File: config.mk
export PLATFORM = sky130hd
export DESIGN_NAME = mem_access_stage
export DESIGN_NICKNAME = d
export VERILOG_FILES = /design/src/rtl/mem_access_stage.sv
export SDC_FILE = /design/constraint.sdc
export NUM_CORES = 1
export LEC_CHECK = 0
export CAP_MARGIN = 20
export CORE_MARGIN = 5
export CORE_UTILIZATION = 40
export CTS_CLUSTER_SIZE = 30
export DETAILED_ROUTE_END_ITERATION = 7
export MAX_ROUTING_LAYER = met4
export PLACE_DENSITY = 0.77
export SYNTH_ARGS = -nofsm -noshare
export SYNTH_HDL_FRONTEND = slang
export SYNTH_SLANG_ARGS = --single-unit
File: constraint.sdc
create_clock -name clk -period 1.49 [get_ports clk]
set_input_delay 0.2235 -clock clk [delete_from_list [all_inputs] [get_ports clk]]
set_output_delay 0.2235 -clock clk [all_outputs]
set_load 0.005 [all_outputs]
File: src/rtl/mem_access_stage.sv
// Memory access stage of the RV32 pipeline: issues aligned data-memory requests,
// waits for load data and hands the raw word plus write-back controls downstream.
module mem_access_stage #(
    parameter int SIZE = 32
) (
    input  logic            clk,
    input  logic            rst_n,
    input  logic            in_valid,
    output logic            in_ready,
    input  logic            mem_read,
    input  logic            mem_write,
    input  logic [2:0]      funct3,
    input  logic [SIZE-1:0] ALU_result,
    input  logic [SIZE-1:0] rs2_data,
    input  logic            WB_select_in,
    input  logic [4:0]      rd_in,
    input  logic            reg_write_in,
    output logic            dmem_req_valid,
    input  logic            dmem_req_ready,
    output logic [SIZE-1:0] dmem_addr,
    output logic            dmem_we,
    output logic [3:0]      dmem_be,
    output logic [SIZE-1:0] dmem_wdata,
    input  logic            dmem_rsp_valid,
    input  logic [SIZE-1:0] dmem_rdata,
    output logic            out_valid,
    output logic [SIZE-1:0] r_data,
    output logic [SIZE-1:0] ALU_result_out,
    output logic [2:0]      funct3_out,
    output logic            WB_select_out,
    output logic [4:0]      rd_out,
    output logic            reg_write_out,
    output logic            misaligned_exc
);

    typedef enum logic [1:0] {IDLE, REQ, WAIT_RSP, DONE} state_t;

    state_t          state_q, state_d;

    // Instruction captured at accept
    logic            is_store_q, is_store_d;
    logic            exc_q, exc_d;
    logic [SIZE-1:0] addr_q, addr_d;
    logic [3:0]      be_q, be_d;
    logic [SIZE-1:0] wdata_q, wdata_d;
    logic [2:0]      funct3_q, funct3_d;
    logic            wb_sel_q, wb_sel_d;
    logic [4:0]      rd_q, rd_d;
    logic            reg_write_q, reg_write_d;

    // Registered results presented to write-back
    logic            out_valid_q, out_valid_d;
    logic [SIZE-1:0] r_data_q, r_data_d;
    logic [SIZE-1:0] alu_out_q, alu_out_d;
    logic [2:0]      funct3_out_q, funct3_out_d;
    logic            wb_sel_out_q, wb_sel_out_d;
    logic [4:0]      rd_out_q, rd_out_d;
    logic            reg_write_out_q, reg_write_out_d;
    logic            exc_out_q, exc_out_d;

    logic            mem_op;
    logic            misaligned_in;
    logic [3:0]      be_in;
    logic [SIZE-1:0] wdata_in;

    assign mem_op = mem_read | mem_write;

    // NOTE: every variable gets a default before the case so no latch is inferred.
    always_comb begin
        misaligned_in = 1'b0;
        be_in         = 4'b0000;
        wdata_in      = rs2_data;
        case (funct3[1:0])
            2'b00: begin
                be_in    = 4'b0001 << ALU_result[1:0];
                wdata_in = {4{rs2_data[7:0]}};
            end
            2'b01: begin
                be_in         = 4'b0011 << {ALU_result[1], 1'b0};
                wdata_in      = {2{rs2_data[15:0]}};
                misaligned_in = ALU_result[0];
            end
            2'b10: begin
                be_in         = 4'b1111;
                misaligned_in = |ALU_result[1:0];
            end
            default: misaligned_in = 1'b1;
        endcase
    end

    always_comb begin
        state_d         = state_q;
        is_store_d      = is_store_q;
        exc_d           = exc_q;
        addr_d          = addr_q;
        be_d            = be_q;
        wdata_d         = wdata_q;
        funct3_d        = funct3_q;
        wb_sel_d        = wb_sel_q;
        rd_d            = rd_q;
        reg_write_d     = reg_write_q;
        out_valid_d     = 1'b0;
        r_data_d        = r_data_q;
        alu_out_d       = alu_out_q;
        funct3_out_d    = funct3_out_q;
        wb_sel_out_d    = wb_sel_out_q;
        rd_out_d        = rd_out_q;
        reg_write_out_d = reg_write_out_q;
        exc_out_d       = exc_out_q;

        case (state_q)
            IDLE: begin
                if (in_valid) begin
                    is_store_d  = mem_write;
                    exc_d       = mem_op & misaligned_in;
                    addr_d      = ALU_result;
                    be_d        = be_in;
                    wdata_d     = wdata_in;
                    funct3_d    = funct3;
                    wb_sel_d    = WB_select_in;
                    rd_d        = rd_in;
                    reg_write_d = reg_write_in;
                    // Faulting accesses skip the bus entirely
                    state_d     = (mem_op && !misaligned_in) ? REQ : DONE;
                end
            end
            REQ: begin
                if (dmem_req_ready) begin
                    state_d = is_store_q ? DONE : WAIT_RSP;
                end
            end
            WAIT_RSP: begin
                if (dmem_rsp_valid) begin
                    r_data_d = dmem_rdata;
                    state_d  = DONE;
                end
            end
            DONE: begin
                out_valid_d     = 1'b1;
                alu_out_d       = addr_q;
                funct3_out_d    = funct3_q;
                wb_sel_out_d    = wb_sel_q;
                rd_out_d        = rd_q;
                reg_write_out_d = reg_write_q & ~exc_q & ~is_store_q;
                exc_out_d       = exc_q;
                state_d         = IDLE;
            end
            default: state_d = IDLE;
        endcase
    end

    // NOTE: sequential state uses non-blocking assignments only.
    always_ff @(posedge clk or negedge rst_n) begin
        if (!rst_n) begin
            state_q         <= IDLE;
            is_store_q      <= 1'b0;
            exc_q           <= 1'b0;
            addr_q          <= '0;
            be_q            <= 4'b0000;
            wdata_q         <= '0;
            funct3_q        <= 3'b000;
            wb_sel_q        <= 1'b0;
            rd_q            <= 5'd0;
            reg_write_q     <= 1'b0;
            out_valid_q     <= 1'b0;
            r_data_q        <= '0;
            alu_out_q       <= '0;
            funct3_out_q    <= 3'b000;
            wb_sel_out_q    <= 1'b0;
            rd_out_q        <= 5'd0;
            reg_write_out_q <= 1'b0;
            exc_out_q       <= 1'b0;
        end else begin
            state_q         <= state_d;
            is_store_q      <= is_store_d;
            exc_q           <= exc_d;
            addr_q          <= addr_d;
            be_q            <= be_d;
            wdata_q         <= wdata_d;
            funct3_q        <= funct3_d;
            wb_sel_q        <= wb_sel_d;
            rd_q            <= rd_d;
            reg_write_q     <= reg_write_d;
            out_valid_q     <= out_valid_d;
            r_data_q        <= r_data_d;
            alu_out_q       <= alu_out_d;
            funct3_out_q    <= funct3_out_d;
            wb_sel_out_q    <= wb_sel_out_d;
            rd_out_q        <= rd_out_d;
            reg_write_out_q <= reg_write_out_d;
            exc_out_q       <= exc_out_d;
        end
    end

    assign in_ready       = (state_q == IDLE);
    assign dmem_req_valid = (state_q == REQ);
    assign dmem_addr      = {addr_q[SIZE-1:2], 2'b00};
    assign dmem_we        = is_store_q;
    assign dmem_be        = be_q;
    assign dmem_wdata     = wdata_q;

    assign out_valid      = out_valid_q;
    assign r_data         = r_data_q;
    assign ALU_result_out = alu_out_q;
    assign funct3_out     = funct3_out_q;
    assign WB_select_out  = wb_sel_out_q;
    assign rd_out         = rd_out_q;
    assign reg_write_out  = reg_write_out_q;
    assign misaligned_exc = exc_out_q;

endmodule

==> Yosys cells after proc, flatten, opt, wreduce, memory -nomap -nowiden <==
Cells that the tools add are included.
Widths: inputs -> output; s select.
{ "totals": {"regBits": 158, "input_bits": 113} }
{ "classes": {"eq_ne": 8, "shift": 2, "mux": 10, "n_bitwise": 6, "reduce_logical": 8} }
{ "ops": {"columns": ["operator", "n"], "rows": [
  ["$pmux 32 s2", 1],
  ["$pmux 4 s3", 1],
  ["$mux 2", 4],
  ["$pmux 2 s4", 1],
  ["$eq 2x2->1 const B", 3],
  ["$eq 2x1->1 const B", 2],
  ["$logic_not 2->1", 2],
  ["$ne 2x2->1 const B", 2],
  ["$reduce_and 2->1", 2],
  ["$shl 1x2->4 const A", 1],
  ["$shl 2x2->4 const A", 1],
  ["$and 1x1->1", 3],
  ["$pmux 1 s3", 1],
  ["$reduce_and 3->1", 1],
  ["$mux 1", 2],
  ["$ne 2x1->1 const B", 1],
  ["$not 1->1", 2],
  ["$reduce_or 2->1", 1],
  ["$logic_and 1x1->1", 1],
  ["$logic_not 1->1", 1],
  ["$or 1x1->1", 1]
]} }

==> Depth between registers and ports, before layout <==
{ "logic_depth": {"ltp_word": 7, "depth_mapped": 7, "depth_no_buf": 5} }

==> Least setup slack after synthesis <==
OpenSTA, ideal clock, no wires.
{ "synth_timing": {"path_type": "register to register", "start": "register state_q[0]", "end": "register addr_q[0]", "setup_time_ps": 125, "arrival_ps": 1354, "setup_slack_ps": 11, "path_stages_with_launch": 6, "period_less_slack_ps": 1479, "path_cell_list": "dfrtp_1 > inv_1 > ha_1 > nand2_2 > buf_2 > mux2_2"} }
{ "synth_between": {"elab_chain_len": 2} }
{ "synth_rtl": {"columns": ["item", "line", "text"], "rows": [
  ["start, declared", "38", "state_t state_q, state_d;"],
  ["start signal, assigned", "174", "state_q <= state_d;"],
  ["$logic_not 2->1", null, null],
  ["named net in_ready", "9", "output logic in_ready,"],
  ["$reduce_and 2->1 (no source line)", null, null],
  ["end signal, assigned", "177", "addr_q <= addr_d;"],
  ["end, declared", "43", "logic [SIZE-1:0] addr_q, addr_d;"]
]} }
The timed path passes the listed nets, and every way through them passes these cells.
A chain may end at the register's enable or synchronous reset.

==> Final worst setup path <==
{ "layout_timing": {"start": "register state_q[0]", "end": "output dmem_req_valid"} }
{ "layout_between": {"elab_chain_len": 1} }
{ "layout_rtl": {"columns": ["item", "line", "text"], "rows": [
  ["$eq 2x1->1", "196", "assign dmem_req_valid = (state_q == REQ);"],
  ["end, declared", "18", "output logic dmem_req_valid,"]
]} }
No other way between the ends.

==> Flow_metrics.wiki <==
{| class="wikitable"
! Metric !! Value
|-
| Part of the Yosys area used for sequential elements || 59.9%
|-
| Startpoint kind of the worst setup timing path || flip-flop
|-
| Max Clock Freq || 683 MHz
|-
| Remaining design rule violation count || 0
|-
| TritonCTS clock tree || built
|-
| Data required, critical path || 1270 ps
|-
| FILL cells || 1,282
|-
| Type of destination of the critical path || primary output
|-
| Power density of the placed cells || 1990 mW/mm²
|-
| Global Route met2 Usage || 29.3%
|-
| Lkg Pwr || 4.70 nW
|-
| Unrepaired setup endpoints after global routing || yes
|-
| Share of post-route cells with drive strength above 1 || 30.5%
|-
| Clock tree buffer depth || 2
|-
| Pre-Repair DR Iteration Count || 5
|-
| Final std cells w/o fill || 974
|-
| Final weighted congestion in routability-driven placement || 0.767
|-
| Synthesized cell area || 0.00660 mm²
|-
| Final-layout setup total negative slack || 0 ps
|-
| Max H-tree Level || 4
|-
| Most common cell after layout, fill and taps aside || sky130_fd_sc_hd__dfrtp_1
|-
| Clock net sink count || 158
|-
| Type of the worst min-delay path || input port to flip-flop
|-
| Total clock buffers created by CTS || 17
|-
| GRT met1 Usage || 21.5%
|-
| Category of the most critical setup path || flip-flop to primary output
|-
| Clock latency at the later pin of the worst-skew pair || 410 ps
|-
| Pin count of the biggest net entering global routing || 108
|-
| Final Hold Slack || 417 ps
|-
| Least setup slack across all paths after layout || 26.3 ps
|-
| Register bit count reported by yosys || 158
|-
| Total gr overflow || 0
|-
| Final cell utilization of the core || 61.2%
|-
| Largest driver fanout on the critical path || 2
|-
| Routed wire length || 17,000 µm
|-
| Count of mapped cells out of synthesis || 464
|-
| Floorplan Core Area || 0.0164 mm²
|-
| Diode count || 0
|-
| Final critical-path share of the clock period || 98.2%
|-
| Cell at the root of the clock tree || sky130_fd_sc_hd__clkbuf_16
|-
| Headroom to the max-slew limit || 56.0%
|-
| Run status || completed
|-
| Number of setup violations in the final report || 0
|-
| Antenna violations before repair || 0
|-
| Highest-count cells in the layout ignoring fill and taps || sky130_fd_sc_hd__dfrtp_1 (158), sky130_fd_sc_hd__dlygate4sd2_1 (142), sky130_fd_sc_hd__mux2_2 (133)
|-
| First-pass GRT wire length || 26,900 µm
|-
| Clock skew after layout || 9.53 ps
|-
| Boundary Pins || 260
|-
| DP Worst Slack || -174 ps
|-
| Clock input transition at the sequential cells of the worst setup and hold paths || 60 ps
|-
| Post-layout nets || 860
|-
| Final Hold Violating Endpoints || 0
|-
| Via Count || 4,637
|-
| Met3 GRT Util || 6.25%
|-
| Synth unique cells || 30
|-
| Via count of the first global-routing pass || 5,081
|-
| Per-instance average area after synthesis || 14.2 µm²
|-
| Hold-critical path depth || 2
|-
| DP Cell Count || 918
|-
| Area of the die || 0.0192 mm²
|-
| Detailed-placement wirelength estimate || 12,400 µm
|-
| Drt wl/cell || 17.5 µm
|-
| Number of pins with negative max-slew slack in the final report || 0
|-
| Max IR drop VDD || 1000 µV
|-
| Worst-margin pin slew || 659 ps
|-
| Number of buffer cells added on primary ports || 257
|-
| Standard-cell row count || 47
|-
| Crit path DAT || 1240 ps
|-
| Synthesis-to-finish area growth || 52.2%
|-
| Die Ht || 138 µm
|-
| 1st-iter DRT viols || 141
|-
| Post-layout minimum cycle time || 1460 ps
|-
| Maximum capacitance violations || 0
|-
| Cell depth of the worst flop-to-flop path || 4
|-
| Antenna viol nets, final || 0
|-
| Most crowded layer after global routing || met2
|-
| Vias/cell || 4.76
|-
| Count of warnings emitted by yosys || 0
|-
| Starting Density || 40.2%
|-
| Die Wd || 138 µm
|-
| Global-route usage over all layers || 18.1%
|}
## registers in the layout (all words and copies together), names as in the netlist, 2 cells and up
register	count
ALU_result_out	32
addr_q	32
dmem_wdata	32
r_data	32
rd_out	5
rd_q	5
dmem_be	4
funct3_out	3
funct3_q	3
state_q	2
## report_power, final
| part | switching [mW] | total, mW | internal (mW) |
|---|---|---|---|
| Clock | 1.68 | 4.06 | 2.38 |
| Sequential | 1.11 | 7.60 | 6.49 |
| Combinational | 3.16 | 8.36 | 5.20 |
| Total | 5.94 | 20.0 | 14.1 |
## cell families after synthesis
kind of cell / synth area share, %
compound gates: 3.70
fa+ha+maj: 0.948
buf+inv: 6.09
flops: 59.9
mux: 26.3
other cells: 0.0568
simple gates: 2.98
## per-layer routing
metal | wire length [µm] | up-vias
met2 | 8490 | 173
met1 | 7020 | 2294
met3 | 1210 | 22
met5 | 0 | -
li1 | - | 2148
met4 | 283 | 0
## Yosys cell counts (all sizes together)
library cell / n / area share, %
o41ai: 1 / 0.25
clkbuf: 2 / 0.11
dfrtp: 158 / 60
a21o: 1 / 0.11
a21oi: 5 / 0.38
a211oi: 1 / 0.11
mux2: 133 / 23
o22ai: 1 / 0.095
conb: 1 / 0.057
o221a: 1 / 0.17
nor3b: 1 / 0.11
mux2i: 24 / 3.6
ha: 5 / 0.95
inv: 3 / 0.17
and3: 1 / 0.095
nor3: 1 / 0.076
o21ai: 29 / 2.2
nor2: 2 / 0.36
a22oi: 1 / 0.11
buf: 54 / 5.8
o2111ai: 2 / 0.27
or2: 1 / 0.095
nand2: 32 / 1.9
nand2b: 4 / 0.38
## final cells by class
type                            instances  area [µm²]  area share [%]
Sequential cell                       158        3950            39.4
Timing Repair Buffer                  314        2960            29.5
Clock buffer                           22         464            4.62
Inverter                                3        11.3           0.112
Clock inverter                          9        86.3           0.860
Multi-Input combinational cell        248        2290            22.8
Tap cell                              220         275            2.74
## through the flow
| stage | cell area [µm²] | power [mW] |
|---|---|---|
| finish | 10000 | 20.0 |
| global route | 10000 | 21.3 |
| CTS | 9950 | 20.1 |
| detailed placement | 9410 | 17.0 |
| global placement | 9410 | 16.6 |
| floorplan | 6600 | 11.7 |
## repair_timing
item,4_1_cts,5_1_grt
hold buffers,1,0
setup buffers,20,1
endpoints found under the hold margin,158,0
cloned,0,3
setup endpoints to repair,213,57
resized for setup,153,11
pin swaps,0,1
## worst paths after layout
| path | startpoint | end | slack, ps |
|---|---|---|---|
| worst max-delay path | state_q[0] | dmem_req_valid | 30 |
| worst min-delay path | dmem_rdata[12] | r_data[12] | 420 |
| worst max register to register | state_q[1] | ALU_result_out[21] | 40 |
| worst min register to register | dmem_wdata[15] | dmem_wdata[15] | 480 |
| max in group asynchronous | rst_n | ALU_result_out[7] | 530 |
| min in group asynchronous | rst_n | ALU_result_out[19] | 430 |
## critical path: stages, from the launching register on
cell and delay (ps):
sky130_fd_sc_hd__dfrtp_1 390, sky130_fd_sc_hd__buf_4 140, sky130_fd_sc_hd__ha_2 180, sky130_fd_sc_hd__buf_6 120
(Power assumes the default switching activity.)
